`src/rtl/pix_uart_tx_pkg.sv`:
```
// Shared definitions for the pixel UART transmitter: FSM states, baud and frame constants.
// Frame length depends on UART_TX_PARITY_EN (11 bits when defined, 10 bits otherwise).
package pix_uart_tx_pkg;

    typedef enum logic [2:0] {
        ST_IDLE,
        ST_START,
        ST_DATA,
        ST_STOP,
        ST_PARITY
    } tx_state_e;

    localparam int unsigned DATA_BITS = 8;

`ifdef UART_TX_PARITY_EN
    localparam int unsigned FRAME_BITS = 11;
`else
    localparam int unsigned FRAME_BITS = 10;
`endif

    function automatic int unsigned baud_cnt_max(input int unsigned clk_freq,
                                                 input int unsigned bps);
        return clk_freq / bps;
    endfunction

endpackage

```
`src/rtl/pix_tx_fifo.sv`:
```
// Synchronous first-word-fall-through byte FIFO with extra-MSB pointers.
module pix_tx_fifo #(
    parameter int unsigned FIFO_DEPTH = 16
) (
    input  logic       sys_clk,
    input  logic       sys_rst_n,
    input  logic       wr_en,
    input  logic [7:0] wr_data,
    input  logic       rd_en,
    output logic [7:0] rd_data,
    output logic       full,
    output logic       empty
);

    localparam int unsigned AW = $clog2(FIFO_DEPTH);

    logic [AW:0] wr_ptr_q;
    logic [AW:0] rd_ptr_q;
    logic [7:0]  mem_q [FIFO_DEPTH];
    logic        do_wr;
    logic        do_rd;

    assign empty = (wr_ptr_q == rd_ptr_q);
    assign full  = (wr_ptr_q[AW] != rd_ptr_q[AW]) && (wr_ptr_q[AW-1:0] == rd_ptr_q[AW-1:0]);

    // A write into a full FIFO is allowed when the head is being popped on the same edge.
    assign do_wr = wr_en && (!full || rd_en);
    assign do_rd = rd_en && !empty;

    assign rd_data = mem_q[rd_ptr_q[AW-1:0]];

    always_ff @(posedge sys_clk or negedge sys_rst_n) begin
        if (!sys_rst_n) begin
            wr_ptr_q <= '0;
            rd_ptr_q <= '0;
        end else begin
            if (do_wr) wr_ptr_q <= wr_ptr_q + 1'b1;
            if (do_rd) rd_ptr_q <= rd_ptr_q + 1'b1;
        end
    end

    always_ff @(posedge sys_clk) begin
        if (do_wr) mem_q[wr_ptr_q[AW-1:0]] <= wr_data;
    end

endmodule

```
`src/rtl/pix_uart_tx.sv`:
```
// Buffered 8N1 UART transmitter for the filtered pixel stream.
// Defining UART_TX_PARITY_EN inserts an even-parity bit between DATA and STOP.
module pix_uart_tx
    import pix_uart_tx_pkg::*;
#(
    parameter int unsigned CLK_FREQ   = 50_000_000,
    parameter int unsigned UART_BPS   = 9600,
    parameter int unsigned FIFO_DEPTH = 16
) (
    input  logic       sys_clk,
    input  logic       sys_rst_n,
    input  logic [7:0] pi_data,
    input  logic       pi_flag,
    output logic       tx,
    output logic       tx_busy,
    output logic       po_overflow
);

    localparam int unsigned BAUD_CNT_MAX = baud_cnt_max(CLK_FREQ, UART_BPS);
    localparam int unsigned BW           = $clog2(BAUD_CNT_MAX + 1);
    localparam logic [BW-1:0] BAUD_LAST  = BW'(BAUD_CNT_MAX - 1);
    localparam logic [2:0]    LAST_BIT   = 3'(DATA_BITS - 1);

    tx_state_e   state_q;
    logic [BW-1:0] baud_cnt_q;
    logic [2:0]  bit_cnt_q;
    logic [7:0]  shift_q;
    logic        tx_q;
    logic        busy_q;
    logic        ovf_q;
`ifdef UART_TX_PARITY_EN
    logic        parity_q;
`endif

    logic        fifo_full;
    logic        fifo_empty;
    logic [7:0]  fifo_rd_data;
    logic        bit_end;
    logic        pop;
    logic        drop;

    pix_tx_fifo #(
        .FIFO_DEPTH (FIFO_DEPTH)
    ) u_fifo (
        .sys_clk   (sys_clk),
        .sys_rst_n (sys_rst_n),
        .wr_en     (pi_flag),
        .wr_data   (pi_data),
        .rd_en     (pop),
        .rd_data   (fifo_rd_data),
        .full      (fifo_full),
        .empty     (fifo_empty)
    );

    assign bit_end = (baud_cnt_q == BAUD_LAST);
    assign pop     = !fifo_empty && ((state_q == ST_IDLE) || ((state_q == ST_STOP) && bit_end));
    assign drop    = pi_flag && fifo_full && !pop;

    // tx is driven from the current state, so the line trails the FSM by one cycle.
    always_ff @(posedge sys_clk or negedge sys_rst_n) begin
        if (!sys_rst_n) begin
            state_q    <= ST_IDLE;
            baud_cnt_q <= '0;
            bit_cnt_q  <= '0;
            shift_q    <= '0;
            tx_q       <= 1'b1;
            busy_q     <= 1'b0;
            ovf_q      <= 1'b0;
`ifdef UART_TX_PARITY_EN
            parity_q   <= 1'b0;
`endif
        end else begin
            busy_q     <= (state_q != ST_IDLE) || !fifo_empty;
            baud_cnt_q <= ((state_q == ST_IDLE) || bit_end) ? '0 : baud_cnt_q + 1'b1;
            if (drop) ovf_q <= 1'b1;

            case (state_q)
                ST_IDLE: begin
                    tx_q <= 1'b1;
                    if (pop) begin
                        shift_q <= fifo_rd_data;
`ifdef UART_TX_PARITY_EN
                        parity_q <= ^fifo_rd_data;
`endif
                        state_q <= ST_START;
                    end
                end
                ST_START: begin
                    tx_q <= 1'b0;
                    if (bit_end) begin
                        bit_cnt_q <= '0;
                        state_q   <= ST_DATA;
                    end
                end
                ST_DATA: begin
                    tx_q <= shift_q[0];
                    if (bit_end) begin
                        shift_q   <= {1'b0, shift_q[7:1]};
                        bit_cnt_q <= bit_cnt_q + 1'b1;
                        if (bit_cnt_q == LAST_BIT) begin
`ifdef UART_TX_PARITY_EN
                            state_q <= ST_PARITY;
`else
                            state_q <= ST_STOP;
`endif
                        end
                    end
                end
`ifdef UART_TX_PARITY_EN
                ST_PARITY: begin
                    tx_q <= parity_q;
                    if (bit_end) state_q <= ST_STOP;
                end
`endif
                ST_STOP: begin
                    tx_q <= 1'b1;
                    if (bit_end) begin
                        if (pop) begin
                            shift_q <= fifo_rd_data;
`ifdef UART_TX_PARITY_EN
                            parity_q <= ^fifo_rd_data;
`endif
                            state_q <= ST_START;
                        end else begin
                            state_q <= ST_IDLE;
                        end
                    end
                end
                default: begin
                    tx_q    <= 1'b1;
                    state_q <= ST_IDLE;
                end
            endcase
        end
    end

    assign tx          = tx_q;
    assign tx_busy     = busy_q;
    assign po_overflow = ovf_q;

endmodule
```
`config.mk`:
```
export PLATFORM = sky130hd
export DESIGN_NAME = pix_uart_tx
export DESIGN_NICKNAME = d
export VERILOG_FILES = /design/src/rtl/pix_uart_tx_pkg.sv /design/src/rtl/pix_tx_fifo.sv /design/src/rtl/pix_uart_tx.sv
export SDC_FILE = /design/constraint.sdc
export NUM_CORES = 1
export LEC_CHECK = 0
export CAP_MARGIN = 20
export CORE_UTILIZATION = 53
export DETAILED_ROUTE_END_ITERATION = 10
export PLACE_DENSITY_LB_ADDON = 0.15
export SLEW_MARGIN = 40
export SYNTH_ARGS = -nofsm -noshare
export SYNTH_HDL_FRONTEND = slang
export SYNTH_SLANG_ARGS = --single-unit
```
`constraint.sdc`:
```
create_clock -name sys_clk -period 3.4 [get_ports sys_clk]
set_input_delay 0.68 -clock sys_clk [delete_from_list [all_inputs] [get_ports sys_clk]]
set_output_delay 0.68 -clock sys_clk [all_outputs]
set_load 0.005 [all_outputs]
```
==> impl_metrics.py, run 1 <==
metrics = {
    "cts": {
        "cts_sinks": 167,
        "cts_made_buffers": 17,
        "root_buffer": "clkbuf_16",
        "post_cts_resize_count": 0,
        "postCtsSetupRepairBufs": 0,
        "cts_tree": "yes",
        "htree_levels": 4,
        "ctsLongestPathBuffers": 2,
        "clk_pin_slew_ns": 0.07,
        "cts_hold_buf": 0,
        "clock_latency_ns": 0.42,
    },
    "grt": {
        "antenna_found_initial": 0,
        "overflow": 0,
        "grt_pass1_vias": 3680,
        "grt_pass1_wl_um": 20300,
        "grt_usage_pct": 21.7,
        "grt_max_degree": 40,
    },
    "layout": {
        "layout_common_cells": "128 x edfxtp_1, 37 x dfrtp_1, 32 x mux4_2",
        "final_nets": 464,
        "layout-drive-gt1-share_pct": 21.6,
        "syn_to_final_growth_pct": 15.0,
        "stdcell_count": 626,
        "final_common_cell": "edfxtp_1",
        "multi_input_area_um2": 2020,
        "seq_area_um2": 4820,
        "fin_util_pct": 62.9,
        "fillers": 974,
        "final_area_um2": 8000,
        "insertedDiodeCount": 0,
    },
    "critical_path": {
        "startpoint_type": "flip-flop",
        "r2r_start": "u_fifo.wr_ptr_q[3]",
        "required_ns": 3.58,
        "rrSetupSlack_ns": 0.93,
        "end_kind": "flip-flop",
        "path_max_fanout": 18,
        "critPathKind": "flip-flop to flip-flop",
        "r2r_cells": 6,
        "crit_arrival_ns": 2.65,
        "startpoint": "u_fifo.wr_ptr_q[3]",
    },
    "place": {
        "placed_area_um2": 7370,
        "globalplace.congestion": 0.781,
        "port_buffers": 13,
        "hpwlAfterDp_um": 8200,
        "dp_cells": 594,
        "dp_worst_setup_slack_ns": 0.924,
    },
    "synthesis": {
        "synth.area.mux_share_pct": 13.3,
        "async_flop_share_pct": 23.4,
        "synthSimpleGateAreaFrac_pct": 6.27,
        "synth_fa_ha_area_share_pct": 2.16,
        "ys_warn_count": 0,
        "ys.flop_type": "edfxtp_1",
        "synth_compound_area_share_pct": 3.72,
        "avgSynthCellArea_um2": 16.9,
        "ys_ff_latch": 167,
        "synth_edf_count": 128,
        "syn_nets": 436,
        "ys_seq_area_share_pct": 69.3,
        "synthDistinctLibCells": 42,
        "synth-xor-area-share_pct": 3.15,
        "synthesis.area_um2": 6960,
        "synth_top_family_by_area": "multiplexers",
        "synthCells": 413,
    },
    "power_and_ir_drop": {
        "p_leak_nw": 2.84,
        "fin_total_pwr_mw": 6.80,
        "power_density_nw_per_um2": 850,
        "peakVddDrop_v": 0.000619,
    },
    "drt": {
        "via_per_inst": 5.68,
        "vias": 3554,
        "drc": 0,
        "wire_per_inst_um": 20.7,
        "drt_wl_total_um": 12900,
        "drt_iter0_drc": 347,
        "antenna_left": 0,
        "first_pass_iters": 7,
    },
    "sta": {
        "hold_viol": 0,
        "setup_viol": 0,
        "clock_skew_ns": 0.0121,
        "tightestPinTransition_ns": 0.677,
        "fin_setup_tns_ns": 0,
        "min_period_ns": 2.47,
        "rsz0062_at_grt": "false",
        "maxSlewHeadroom_pct": 54.8,
        "fmax_mhz": 405,
        "whs_ns": 0.230,
        "setup_ws_ns": 0.929,
        "maxSlewViolCount": 0,
        "period_share_pct": 72.7,
    },
    "floorplan": {
        "die-area_um2": 13600,
        "initial_core_util_pct": 54.7,
        "num_rows": 41,
        "die_x_um": 117,
        "ios": 14,
        "core-area_um2": 12700,
        "die_y_um": 117,
    },
    "hold_path": {
        "hp-class": "input port to asynchronous set/reset pin",
    },
    "outcome": {
        "status": "completed",
    },
    "job": {
        "drv_cap": 0,
    },
}
==> per-layer routing <==
metal | part of all wire, % | vias to the layer above | track usage (%)
met2 | 51 | 87 | 35.0
met1 | 43 | 1808 | 28.4
met5 | 0 | - | 0
met4 | 0.54 | 0 | 7.59
li1 | - | 1651 | -
met3 | 5.4 | 8 | 6.18
==> cell usage after synthesis (3+ instances only) <==
cell	n	share of area [%]
edfxtp_1	128	55
dfrtp_1	38	14
mux4_2	32	10
nor2_1	25	1.3
nand2_1	18	0.97
inv_1	16	0.86
mux2i_1	15	2.2
xnor2_1	15	1.9
clkbuf_1	12	0.65
ha_1	12	2.2
xor2_1	10	1.3
a21oi_1	9	0.65
o22ai_1	9	0.81
a211oi_1	7	0.76
and3_1	7	0.63
buf_2	6	0.43
nand3_1	6	0.43
nand4_1	6	0.54
mux2_2	5	0.81
nor3_1	5	0.36
o21ai_0	4	0.29
buf_1	3	0.16
nor4b_1	3	0.38
==> path summary, 6_finish.rpt <==
check,to
worst max-delay path,u_fifo.mem_q[7][3]
worst min-delay path,baud_cnt_q[10]
worst max register to register,u_fifo.mem_q[7][3]
worst min register to register,po_overflow
max in group asynchronous,u_fifo.rd_ptr_q[0]
min in group sys_clk,po_overflow
==> power breakdown <==
part	switching (mW)	total [mW]	internal (mW)	leakage [nW]
clock network	0.780	2.02	1.24	0.309
registers	0.275	2.80	2.53	1.65
logic	1.05	1.98	0.935	0.885
total	2.10	6.80	4.70	2.84
==> sequential cells by signal (all words and copies together), names as in the netlist <==
signal,count
u_fifo.mem_q,128
baud_cnt_q,13
shift_q,8
u_fifo.rd_ptr_q,5
u_fifo.wr_ptr_q,5
bit_cnt_q,3
state_q,2
po_overflow,1
tx,1
tx_busy,1
==> critical path, cell delays in order (launching register included) <==
cell	delay, ns
dfrtp_1	0.75
xnor2_1	0.19
nand4_1	0.33
o41ai_4	0.37
buf_4	0.29
nor3_1	0.08
buf_4	0.21
==> cell type report <==
class / instances / share of cell area [%]
clock inverter: 14 / 2.47
inverter: 16 / 0.750
tap: 172 / 2.69
clock buffer: 18 / 5.36
sequential: 167 / 60.2
timing repair buffer: 30 / 3.19
multi-input combinational: 209 / 25.3
==> kinds of logic (layout without fill, tap and decap cells) <==
kind of cell,count (synthesis),count (layout)
AOI/OAI and AO/OA,37,37
xor gates and xnor gates,25,25
adders and majority gates,12,12
buffers and inverters,37,78
DFF,167,167
muxes,52,52
and+or+nand+nor,83,83
(Power assumes the default switching activity.)
==> run 2: changes to the inputs <==
clock period = 2.02 ns   (was 3.4 ns; I/O delays follow)
==> impl_metrics.py, run 2 (synthesis results as in run 1) <==
metrics = {
    "cts": {
        "htree_levels": 4,
        "clk_pin_slew_ns": 0.06,
        "cts_sinks": 167,
        "cts_tree": "yes",
        "root_buffer": "clkbuf_16",
        "clock_latency_ns": 0.42,
        "ctsLongestPathBuffers": 2,
        "cts_made_buffers": 17,
    },
    "layout": {
        "stdcell_count": 674,
        "layout-drive-gt1-share_pct": 32.5,
        "syn_to_final_growth_pct": 24.4,
        "final_area_um2": 8660,
        "insertedDiodeCount": 0,
        "largest_reg_flops": 128,
        "final_common_cell": "edfxtp_1",
        "layout_common_cells": "128 x edfxtp_1, 44 x buf_4, 37 x dfrtp_1",
        "final_nets": 512,
    },
    "sta": {
        "tightestPinTransition_ns": 0.666,
        "setup_ws_ns": -0.215,
        "maxSlewHeadroom_pct": 55.5,
        "min_period_ns": 2.24,
        "hold_viol": 0,
        "maxSlewViolCount": 0,
        "fmax_mhz": 447,
        "clock_skew_ns": 0.00700,
        "setup_viol": 146,
        "rsz0062_at_grt": "true",
        "period_share_pct": 111,
    },
    "grt": {
        "grt_pass1_vias": 3928,
        "grt_max_degree": 24,
        "overflow": 0,
        "grt_usage_pct": 23.7,
        "grt_pass1_wl_um": 22200,
        "antenna_found_initial": 0,
    },
    "floorplan": {
        "initial_core_util_pct": 54.7,
        "core-area_um2": 12700,
        "die-area_um2": 13600,
        "num_rows": 41,
        "die_y_um": 117,
        "die_x_um": 117,
        "ios": 14,
    },
    "place": {
        "hpwlAfterDp_um": 9360,
        "dp_cells": 635,
        "placed_area_um2": 7890,
        "globalplace.congestion": 0.780,
        "port_buffers": 13,
    },
    "critical_path": {
        "r2r-end": "u_fifo.mem_q[2][7]",
        "startpoint_type": "flip-flop",
        "critPathKind": "flip-flop to flip-flop",
        "path_max_fanout": 8,
        "startpoint": "baud_cnt_q[9]",
        "end_kind": "flip-flop",
        "rrSetupSlack_ns": -0.22,
        "r2r_start": "baud_cnt_q[9]",
        "required_ns": 2.16,
        "crit_arrival_ns": 2.37,
        "crit_end": "u_fifo.mem_q[2][7]",
        "r2r_cells": 6,
    },
    "outcome": {
        "violations": "negative setup slack",
        "status": "finished with violations",
    },
    "drt": {
        "antenna_left": 0,
        "first_pass_iters": 5,
        "wire_per_inst_um": 21.1,
        "drt_wl_total_um": 14200,
        "vias": 3777,
        "drc": 0,
        "via_per_inst": 5.60,
        "drt_iter0_drc": 275,
    },
    "power_and_ir_drop": {
        "fin_total_pwr_mw": 12.1,
        "power_density_nw_per_um2": 1400,
        "p_leak_nw": 3.14,
        "peakVddDrop_v": 0.000734,
    },
    "job": {
        "drv_cap": 0,
    },
    "hold_path": {
        "hp-class": "flip-flop to flip-flop",
    },
}
-- run 2: cell count changes in the layout (fill, tap and decap cells not counted), sizes merged --
cell / previous run / this run
clkbuf: 18 / 20
clkinvlp: 0 / 3
bufinv: 4 / 3
buf: 18 / 65
clkinv: 6 / 5
inv: 20 / 17
dlygate4sd3: 0 / 1
-- run 2: area by class of cell --
type                       count  area, µm²
timing repair buffer          78        769
multi-input combinational    209       2200
fill                         892       4070
clock buffer                  20        437
tap                          172        215
sequential                   167       4820
clock inverter                12        153
inverter                      16       60.1
-- run 2: report_power, final --
group | switching [mW] | internal (mW) | total (mW)
combinational | 2.31 | 2.09 | 4.40
sequential | 0.242 | 4.26 | 4.50
clock | 1.26 | 1.94 | 3.20
-- run 2: layer usage --
metal  vias up  GRT usage (%)  routed length, µm
met5         -              0                  0
met4         0           8.69                230
met3        19           4.98                612
met2        77           38.6               7260
met1      1924           31.8               6110
li1       1757              -                  -
-- run 2: critical path: stages, from the launching register on --
cell and delay (ns):
dfrtp_1 0.38, or4_4 0.56, nor4_4 0.22, o41ai_4 0.17, buf_6 0.18, nor4b_4 0.25, buf_6 0.18
-- run 2: timing repair --
item,CTS,global route
buffers inserted,3,4
setup endpoints to repair,144,159
resized for setup,18,16
endpoints found under the hold margin,18,0
gates cloned,0,0
pin swaps,3,7
hold buffers,1,0
-- run 2: worst min-delay path by stage --
| stage | depth (start not counted) | end | slack [ns] | startpoint |
|---|---|---|---|---|
| after floorplan | 0 | baud_cnt_q[0] | 0.11 | sys_rst_n |
| after global placement | 1 | baud_cnt_q[5] | 0.38 | sys_rst_n |
| after detailed placement | 1 | baud_cnt_q[9] | 0.39 | sys_rst_n |
| after CTS | 2 | baud_cnt_q[9] | 0.46 | sys_rst_n |
| after global routing | 1 | po_overflow | 0.47 | po_overflow |
| final | 1 | po_overflow | 0.46 | po_overflow |
-- run 2: per-stage QoR --
stage	util, %	worst slack, ns	TNS, ns	hold WS [ns]
6_report	68.0	-0.215	-15.96	0.459
5_1_grt	68.0	-0.309	-30.36	0.472
4_1_cts	67.5	-0.221	-22.07	0.461
3_5_place_dp	62.0	-0.258	-19.98	0.385
3_3_place_gp	62.0	-0.209	-15.41	0.380
2_1_floorplan	-	-0.402	-32.38	0.108
